<file path="src/rtl/muldiv_unit.sv">
// muldiv_unit: RISC-V M-extension style multiply/divide unit.
// Multiplies take one compute cycle; divides use a restoring radix-2
// iteration (one quotient bit per cycle) followed by a sign-fix cycle.
// Divide-by-zero and signed overflow bypass the iteration entirely.
// Build option: define MULDIV_DIV_EN to include the divider. Without it,
// divide requests complete in one cycle with a zero result.
module muldiv_unit #(
    parameter int XLEN = 32
) (
    input  logic            clk,
    input  logic            rst,
    input  logic            in_valid,
    output logic            in_ready,
    input  logic [2:0]      op,
    input  logic [XLEN-1:0] op1,
    input  logic [XLEN-1:0] op2,
    input  logic            flush,
    output logic            out_valid,
    input  logic            out_ready,
    output logic [XLEN-1:0] result,
    output logic            busy
);

    typedef enum logic [1:0] {
        ST_IDLE = 2'd0,
        ST_MUL  = 2'd1,
        ST_DIV  = 2'd2,
        ST_DONE = 2'd3
    } state_t;

    state_t            state_q;
    logic [1:0]        mul_op_q;
    logic [XLEN-1:0]   a_q;
    logic [XLEN-1:0]   b_q;
    logic [XLEN-1:0]   result_q;
    logic              out_valid_q;

    logic              a_sx;
    logic              b_sx;
    logic [2*XLEN-1:0] prod_d;
    logic [XLEN-1:0]   mul_res_d;

    // Multiplier: sign-extend each operand to 2*XLEN as the op requires,
    // then pick the low half for MUL and the high half otherwise.
    always_comb begin
        a_sx      = a_q[XLEN-1] & (mul_op_q != 2'b11);
        b_sx      = b_q[XLEN-1] & (mul_op_q == 2'b01);
        prod_d    = {{XLEN{a_sx}}, a_q} * {{XLEN{b_sx}}, b_q};
        mul_res_d = (mul_op_q == 2'b00) ? prod_d[XLEN-1:0] : prod_d[2*XLEN-1:XLEN];
    end

`ifdef MULDIV_DIV_EN
    localparam int CW = $clog2(XLEN + 1);
    localparam logic [CW-1:0]   CNT_LAST = CW'(XLEN);
    localparam logic [XLEN-1:0] MOST_NEG = {1'b1, {(XLEN-1){1'b0}}};

    logic [CW-1:0]   cnt_q;
    logic [XLEN-1:0] rem_q;
    logic [XLEN-1:0] quo_q;
    logic [XLEN-1:0] dvs_q;
    logic            is_rem_q;
    logic            quo_neg_q;
    logic            rem_neg_q;

    logic            in_signed;
    logic            in_is_rem;
    logic            op1_neg;
    logic            op2_neg;
    logic [XLEN-1:0] op1_mag;
    logic [XLEN-1:0] op2_mag;
    logic            div_special;
    logic [XLEN-1:0] special_res_d;
    logic [XLEN:0]   rem_shift_d;
    logic [XLEN:0]   rem_sub_d;
    logic [XLEN-1:0] rem_step_d;
    logic [XLEN-1:0] quo_step_d;
    logic [XLEN-1:0] div_res_d;

    // Divider datapath: request decode, special cases, one restoring step,
    // and the final sign correction of quotient / remainder.
    always_comb begin
        in_signed   = ~op[0];
        in_is_rem   = op[1];
        op1_neg     = in_signed & op1[XLEN-1];
        op2_neg     = in_signed & op2[XLEN-1];
        op1_mag     = op1_neg ? -op1 : op1;
        op2_mag     = op2_neg ? -op2 : op2;
        div_special = 1'b0;
        special_res_d = '0;
        if (op2 == '0) begin
            div_special   = 1'b1;
            special_res_d = in_is_rem ? op1 : '1;
        end else if (in_signed && (op1 == MOST_NEG) && (op2 == '1)) begin
            div_special   = 1'b1;
            special_res_d = in_is_rem ? '0 : op1;
        end
        // A clear borrow bit means the shifted remainder covers the divisor.
        rem_shift_d = {rem_q, quo_q[XLEN-1]};
        rem_sub_d   = rem_shift_d - {1'b0, dvs_q};
        rem_step_d  = rem_sub_d[XLEN] ? rem_shift_d[XLEN-1:0] : rem_sub_d[XLEN-1:0];
        quo_step_d  = {quo_q[XLEN-2:0], ~rem_sub_d[XLEN]};
        if (is_rem_q) begin
            div_res_d = rem_neg_q ? -rem_q : rem_q;
        end else begin
            div_res_d = quo_neg_q ? -quo_q : quo_q;
        end
    end
`endif

    // Control FSM with registered result and valid; flush aborts any state.
    always_ff @(posedge clk or posedge rst) begin
        if (rst) begin
            state_q     <= ST_IDLE;
            mul_op_q    <= '0;
            a_q         <= '0;
            b_q         <= '0;
            result_q    <= '0;
            out_valid_q <= 1'b0;
`ifdef MULDIV_DIV_EN
            cnt_q       <= '0;
            rem_q       <= '0;
            quo_q       <= '0;
            dvs_q       <= '0;
            is_rem_q    <= 1'b0;
            quo_neg_q   <= 1'b0;
            rem_neg_q   <= 1'b0;
`endif
        end else if (flush) begin
            state_q     <= ST_IDLE;
            result_q    <= '0;
            out_valid_q <= 1'b0;
`ifdef MULDIV_DIV_EN
            cnt_q       <= '0;
`endif
        end else begin
            case (state_q)
                ST_IDLE: begin
                    if (in_valid) begin
                        mul_op_q <= op[1:0];
                        a_q      <= op1;
                        b_q      <= op2;
                        if (!op[2]) begin
                            state_q <= ST_MUL;
                        end else begin
`ifdef MULDIV_DIV_EN
                            if (div_special) begin
                                result_q    <= special_res_d;
                                out_valid_q <= 1'b1;
                                state_q     <= ST_DONE;
                            end else begin
                                cnt_q     <= '0;
                                rem_q     <= '0;
                                quo_q     <= op1_mag;
                                dvs_q     <= op2_mag;
                                is_rem_q  <= in_is_rem;
                                quo_neg_q <= op1_neg ^ op2_neg;
                                rem_neg_q <= op1_neg;
                                state_q   <= ST_DIV;
                            end
`else
                            result_q    <= '0;
                            out_valid_q <= 1'b1;
                            state_q     <= ST_DONE;
`endif
                        end
                    end
                end
                ST_MUL: begin
                    result_q    <= mul_res_d;
                    out_valid_q <= 1'b1;
                    state_q     <= ST_DONE;
                end
`ifdef MULDIV_DIV_EN
                ST_DIV: begin
                    if (cnt_q == CNT_LAST) begin
                        result_q    <= div_res_d;
                        out_valid_q <= 1'b1;
                        cnt_q       <= '0;
                        state_q     <= ST_DONE;
                    end else begin
                        rem_q <= rem_step_d;
                        quo_q <= quo_step_d;
                        cnt_q <= cnt_q + CW'(1);
                    end
                end
`endif
                ST_DONE: begin
                    if (out_ready) begin
                        out_valid_q <= 1'b0;
                        state_q     <= ST_IDLE;
                    end
                end
                default: begin
                    state_q     <= ST_IDLE;
                    out_valid_q <= 1'b0;
                end
            endcase
        end
    end

    assign in_ready  = (state_q == ST_IDLE);
    assign busy      = (state_q != ST_IDLE);
    assign out_valid = out_valid_q;
    assign result    = result_q;

endmodule

</file>
<file path="config.mk">
export PLATFORM = sky130hd
export DESIGN_NAME = muldiv_unit
export DESIGN_NICKNAME = d
export VERILOG_FILES = /design/src/rtl/muldiv_unit.sv
export SDC_FILE = /design/constraint.sdc
export NUM_CORES = 2
export LEC_CHECK = 0
export ABC_AREA = 0
export BUFFER_PORTS_ARGS = -buffer_cell sky130_fd_sc_hd__buf_2
export CORE_ASPECT_RATIO = 0.75
export CORE_MARGIN = 2
export CORE_UTILIZATION = 44
export CTS_CLUSTER_DIAMETER = 30
export DETAILED_ROUTE_END_ITERATION = 8
export PLACE_DENSITY = 0.63
export SETUP_SLACK_MARGIN = 0.02
export SLEW_MARGIN = 20
export SYNTH_ARGS = -nofsm -noshare
export SYNTH_HDL_FRONTEND = slang
export SYNTH_SLANG_ARGS = --single-unit
</file>
<file path="constraint.sdc">
create_clock -name clk -period 9.7 [get_ports clk]
set_input_delay 0.97 -clock clk [delete_from_list [all_inputs] [get_ports clk]]
set_output_delay 0.97 -clock clk [all_outputs]
set_load 0.005 [all_outputs]
</file>
-- Yosys cells after proc, flatten, opt, wreduce, memory -nomap -nowiden
Index checks and enable logic that the tools add are counted.
W data, S select, Z words.
- word-level logic and storage cells: 40
- bits in registers: 101
- output and inout port bits: 35
- input bits: 72
- equal/unequal tests: 7
- mux-type cells: 15
- reduce and logical (&&, ||, !) cells: 8
- bitwise gates (word level): 3
- multipliers: 1
- operators by type and width (kind ; count):
    $mux W32 ; 4
    $mul A33 B33 Y64 ; 1
    $pmux W32 S2 ; 1
    $reduce_and A3 Y1 ; 3
    $mux W2 ; 4
    $pmux W2 S3 ; 1
    $eq A2 B1 Y1 const B ; 2
    $logic_not A2 Y1 ; 2
    $mux W1 ; 4
    $ne A3 B1 Y1 const B ; 1
    $ne A3 B2 Y1 const B ; 1
    $ne A3 B3 Y1 const B ; 1
    $pmux W1 S3 ; 1
    $reduce_bool A3 Y1 ; 1
    $and A1 B1 Y1 ; 2
    $eq A2 B2 Y1 const B ; 1
    $ne A2 B2 Y1 const B ; 1
    $reduce_and A2 Y1 ; 1
    $reduce_bool A2 Y1 ; 1
    $not A1 Y1 ; 1

-- Depth between registers and ports, before layout
- depth in word-level cells: 6
- depth in mapped cells: 31
- depth with buffers taken out: 28

-- Worst setup path before layout
OpenSTA, ideal clock, no wires.
- kind: register -> register
- from: register mul_op_q[0]
- to: register result_q[28], in the netlist result[28]
- setup time: 0.128 ns
- cell stages (with the launch flop): 32
- period minus slack after synthesis: 8.086 ns
- arrival: 7.958 ns
- setup slack: 1.614 ns
- cell sequence: dfrtp_1 -> nand2_1 -> clkbuf_1 -> and2_1 -> clkbuf_1 -> nand2_1 -> inv_1 -> fa_1 -> inv_1 -> fa_1 -> inv_1 -> fa_1 -> fa_1 -> inv_1 -> fa_1 -> inv_1 -> fa_1 -> inv_1 -> fa_1 -> fa_1 -> inv_1 -> ha_1 -> clkbuf_1 -> a21o_1 -> a21oi_1 -> nor2_1 -> nor2_1 -> o21ai_0 -> a221o_1 -> a31oi_1 -> xor2_1 -> o21ai_1
- cells in the longest elaborated chain, start to end: 6
- ends and longest elaborated chain (what ; RTL line ; RTL):
    start: declaration ; 32 ; logic [1:0] mul_op_q;
    start signal: assignment ; 139 ; mul_op_q <= op[1:0];
    $ne A2 B2 Y1 / $eq A2 B1 Y1 (equally long branches) ; 46, 47 ;
    $and A1 B1 Y1 (on tied branches) ; 46, 47 ;
    $mul A33 B33 Y64 ; 48 ; prod_d = {{XLEN{a_sx}}, a_q} * {{XLEN{b_sx}}, b_q};
    $mux W32 (*) ; 49 ; mul_res_d = (mul_op_q == 2'b00) ? prod_d[XLEN-1:0] : prod_d[2*XLEN-1:XLEN];
    $pmux W32 S2 (*) ; 136 ; case (state_q)
    $mux W32 (*) ; 128 ; end else if (flush) begin
    end signal: assignment ; 169 ; result_q <= mul_res_d;
    end: declaration ; 35 ; logic [XLEN-1:0] result_q;
Mark *: on every way between the ends. The rest lies on a longest branch, timed or not.
A chain may end at the register's enable or synchronous reset.

-- Final worst setup path
- from: register b_q[8]
- to: register result_q[7], in the netlist result[7]
- cells in the longest elaborated chain, start to end: 4
- ends and longest elaborated chain (what ; RTL line ; RTL):
    start: declaration ; 34 ; logic [XLEN-1:0] b_q;
    start signal: assignment ; 141 ; b_q <= op2;
    $mul A33 B33 Y64 ; 48 ;
    $mux W32 ; 49 ;
    $pmux W32 S2 ; 136 ;
    $mux W32 ; 128 ;
No other way between the ends.

==> results.toml <==
[die]
die_h_um = 273
start_util_pct = 44.4
die_width_um = 362
coreArea_sq_um = 95300
dieArea_sq_um = 98700
rows = 98
ioPinCount = 107

[timing]
fin_tns_setup_ns = 0
rsz0062_at_grt = "no"
fin_worst_skew_ns = 0.0255
fin_ws_ns = 0.880
worst_pin_slew_ns = 1.08
period_share_pct = 90.9
setup_violations = 0
max_slew_margin_pct = 28.1
slew_viol_final = 0
fin_crit_ns = 8.82
finalHoldViolCount = 0
max_freq_mhz = 113

[final_layout]
drive_above_1_share_pct = 6.95
final_common_cell = "inv_1"
seq_area_sq_um = 2540
final_nets = 5951
final_area_sq_um = 44300
syn_to_final_growth_pct = 4.77
multi_input_area_sq_um = 34200
fin_util_pct = 46.5
fillCellCount = 9160
layout_common_cells = "inv_1, fa_1, nand2_1, and2_1, ha_1"

[place]
gp_congestion = 0.904
placed_cell_area_sq_um = 44000
port_buffers = 106
pre_cts_slack_ns = 1.01
place_hpwl_um = 96800

[drt]
via_count = 30200
drtPass1Iterations = 7
ant_nets = 0
dr.first_iter.drc_count = 2128
wl_um = 114000
wire_per_inst_um = 19.7
drcViolationCount = 0
viasPerCell = 5.21

[global_routing]
grt_pass1_vias = 32100
grt-ovfl-total = 0
grt_use_total_pct = 24.4
grt_pass1_wl_um = 185000
grt_max_degree = 61
antenna_found_initial = 2

[synth]
synthAdderAreaFrac_pct = 59.5
synth_seq_cells = 101
synth.distinct_cells = 77
synth-edff-count = 0
synth_compound_area_share_pct = 4.34
synth_top_family_by_area = "adder cells"
synthMuxAreaShare_pct = 1.88
synth-async-reset-ratio_pct = 100
synth_area_leader_cell = "fa_1"
syn_area_sq_um = 42300
syn_nets = 6020
ys_warn_count = 0
ys_seq_area_share_pct = 5.97
synthCells = 4611
synth_xor_area_share_pct = 1.32
synth_top_area_share_pct = 53.2
synthTopCellsByArea = "fa_1, inv_1, nand2_1"
ys.flop_type = "dfrtp_1"
syn_avg_cell_area_sq_um = 9.18
synthSimpleGateAreaFrac_pct = 13.8

[clock_tree]
clkSinkCount = 101
cts.htree.levels = 3
cts_setup_buffers = 0
cts_tree = "yes"
numCtsBuffers = 9
clk_latency_ns = 0.44
cts.path.max_buffers = 2
hold_buffers = 0
clkTransAtPathRegs_ns = 0.10
cts_resized = 0
cts_root_buffer = "clkbuf_16"

[critical_path]
startpoint_type = "register"
crit_type = "register to register"
crit_required_ns = 10.00
crit_arrival_ns = 9.12
worst-path-max-fanout = 16
cp-startpoint = "b_q[8]"
worstReg2RegStart = "b_q[8]"
setup.worst_path.end_class = "register"

[min_path]
hold_path.class = "register to register"
worst_hold_startpoint = "b_q[28]"

[flow_run]
cap_violations = 0

[status]
status = "finished clean"
-- layout make-up --
| cell class | instances | area share, % |
|---|---|---|
| Antenna cell | 1 | 0.00564 |
| Clock buffer | 9 | 0.508 |
| Clock inverter | 7 | 0.175 |
| Inverter | 1205 | 10.2 |
| Multi-Input combinational cell | 3034 | 77.2 |
| Sequential cell | 101 | 5.72 |
| Tap cell | 1250 | 3.53 |
| Timing Repair Buffer | 191 | 2.66 |
-- routing by layer --
| layer | share of wire, % | GRT usage (%) | routed length (um) |
|---|---|---|---|
| met1 | 45 | 35.7 | 51100 |
| met2 | 46 | 38.1 | 52300 |
| met5 | 0 | 0 | 0 |
| met4 | 2.0 | 5.03 | 2260 |
| met3 | 7.5 | 4.49 | 8580 |
-- metrics by stage --
stage | cells | hold WS [ns]
floorplan | 4611 | 0.484
global placement | 5781 | 0.493
detailed placement | 5781 | 0.497
CTS | 5797 | 0.515
global route | 5797 | 0.535
finish | 5798 | 0.514
-- cells in the mapped netlist (8+ instances only) --
cell type / number
and3_1: 27
nor3_1: 16
o21ai_0: 55
nor2_1: 56
fa_1: 1125
mux2_2: 67
nand2_1: 821
o21bai_1: 8
clkbuf_1: 257
inv_1: 1205
a21o_1: 26
a22oi_1: 22
nand2b_1: 11
or2_2: 11
xor2_1: 18
xnor2_1: 46
nand3_1: 24
a21oi_1: 81
and2_1: 276
ha_1: 212
dfrtp_1: 101
nand4_1: 18
o211ai_1: 12
-- final timing paths --
check / end / slack [ns] / cells after the start
worst min-delay path: b_q[28] / 0.51 / 1
worst max register to register: result[7] / 0.88 / 25
worst max-delay path: result[7] / 0.88 / 25
max in group asynchronous: a_q[5] / 7.68 / 3
min in group asynchronous: result[27] / 0.72 / 2
worst min register to register: b_q[28] / 0.51 / 1
-- kinds of logic (layout without fill, tap and decap cells) --
family	after synthesis	in the layout
compound gates	275	275
xor+xnor	64	64
fa+ha+maj	1337	1337
buf+inv	1476	1412
flops	101	101
mux	71	71
other cells	0	1
simple gates	1287	1287
-- sequential cells by signal, indices dropped and copies added, names as in the netlist --
signal     flops
result        32
a_q           32
out_valid      1
b_q           32
mul_op_q       2
state_q        2
-- critical path, stage by stage, from the launching register on --
cell and delay (ns):
dfrtp_1 0.88, buf_4 0.38, nand2_1 0.10, fa_1 0.53, inv_1 0.05, fa_1 0.50
inv_1 0.05, fa_1 0.51, inv_1 0.05, fa_1 0.47, inv_1 0.05, fa_1 0.48
fa_1 0.52, fa_1 0.50, inv_1 0.05, fa_1 0.51, ha_1 0.45, a21o_1 0.20
a21o_1 0.18, a2111oi_0 0.78, buf_4 0.26, a21oi_1 0.13, nor2b_1 0.20, nor2_1 0.25
xor2_1 0.42, o21ai_0 0.14
Power is left out: the tool's default activity adds up to more than one toggle a clock period on the data nets, which glitch-free logic cannot reach.
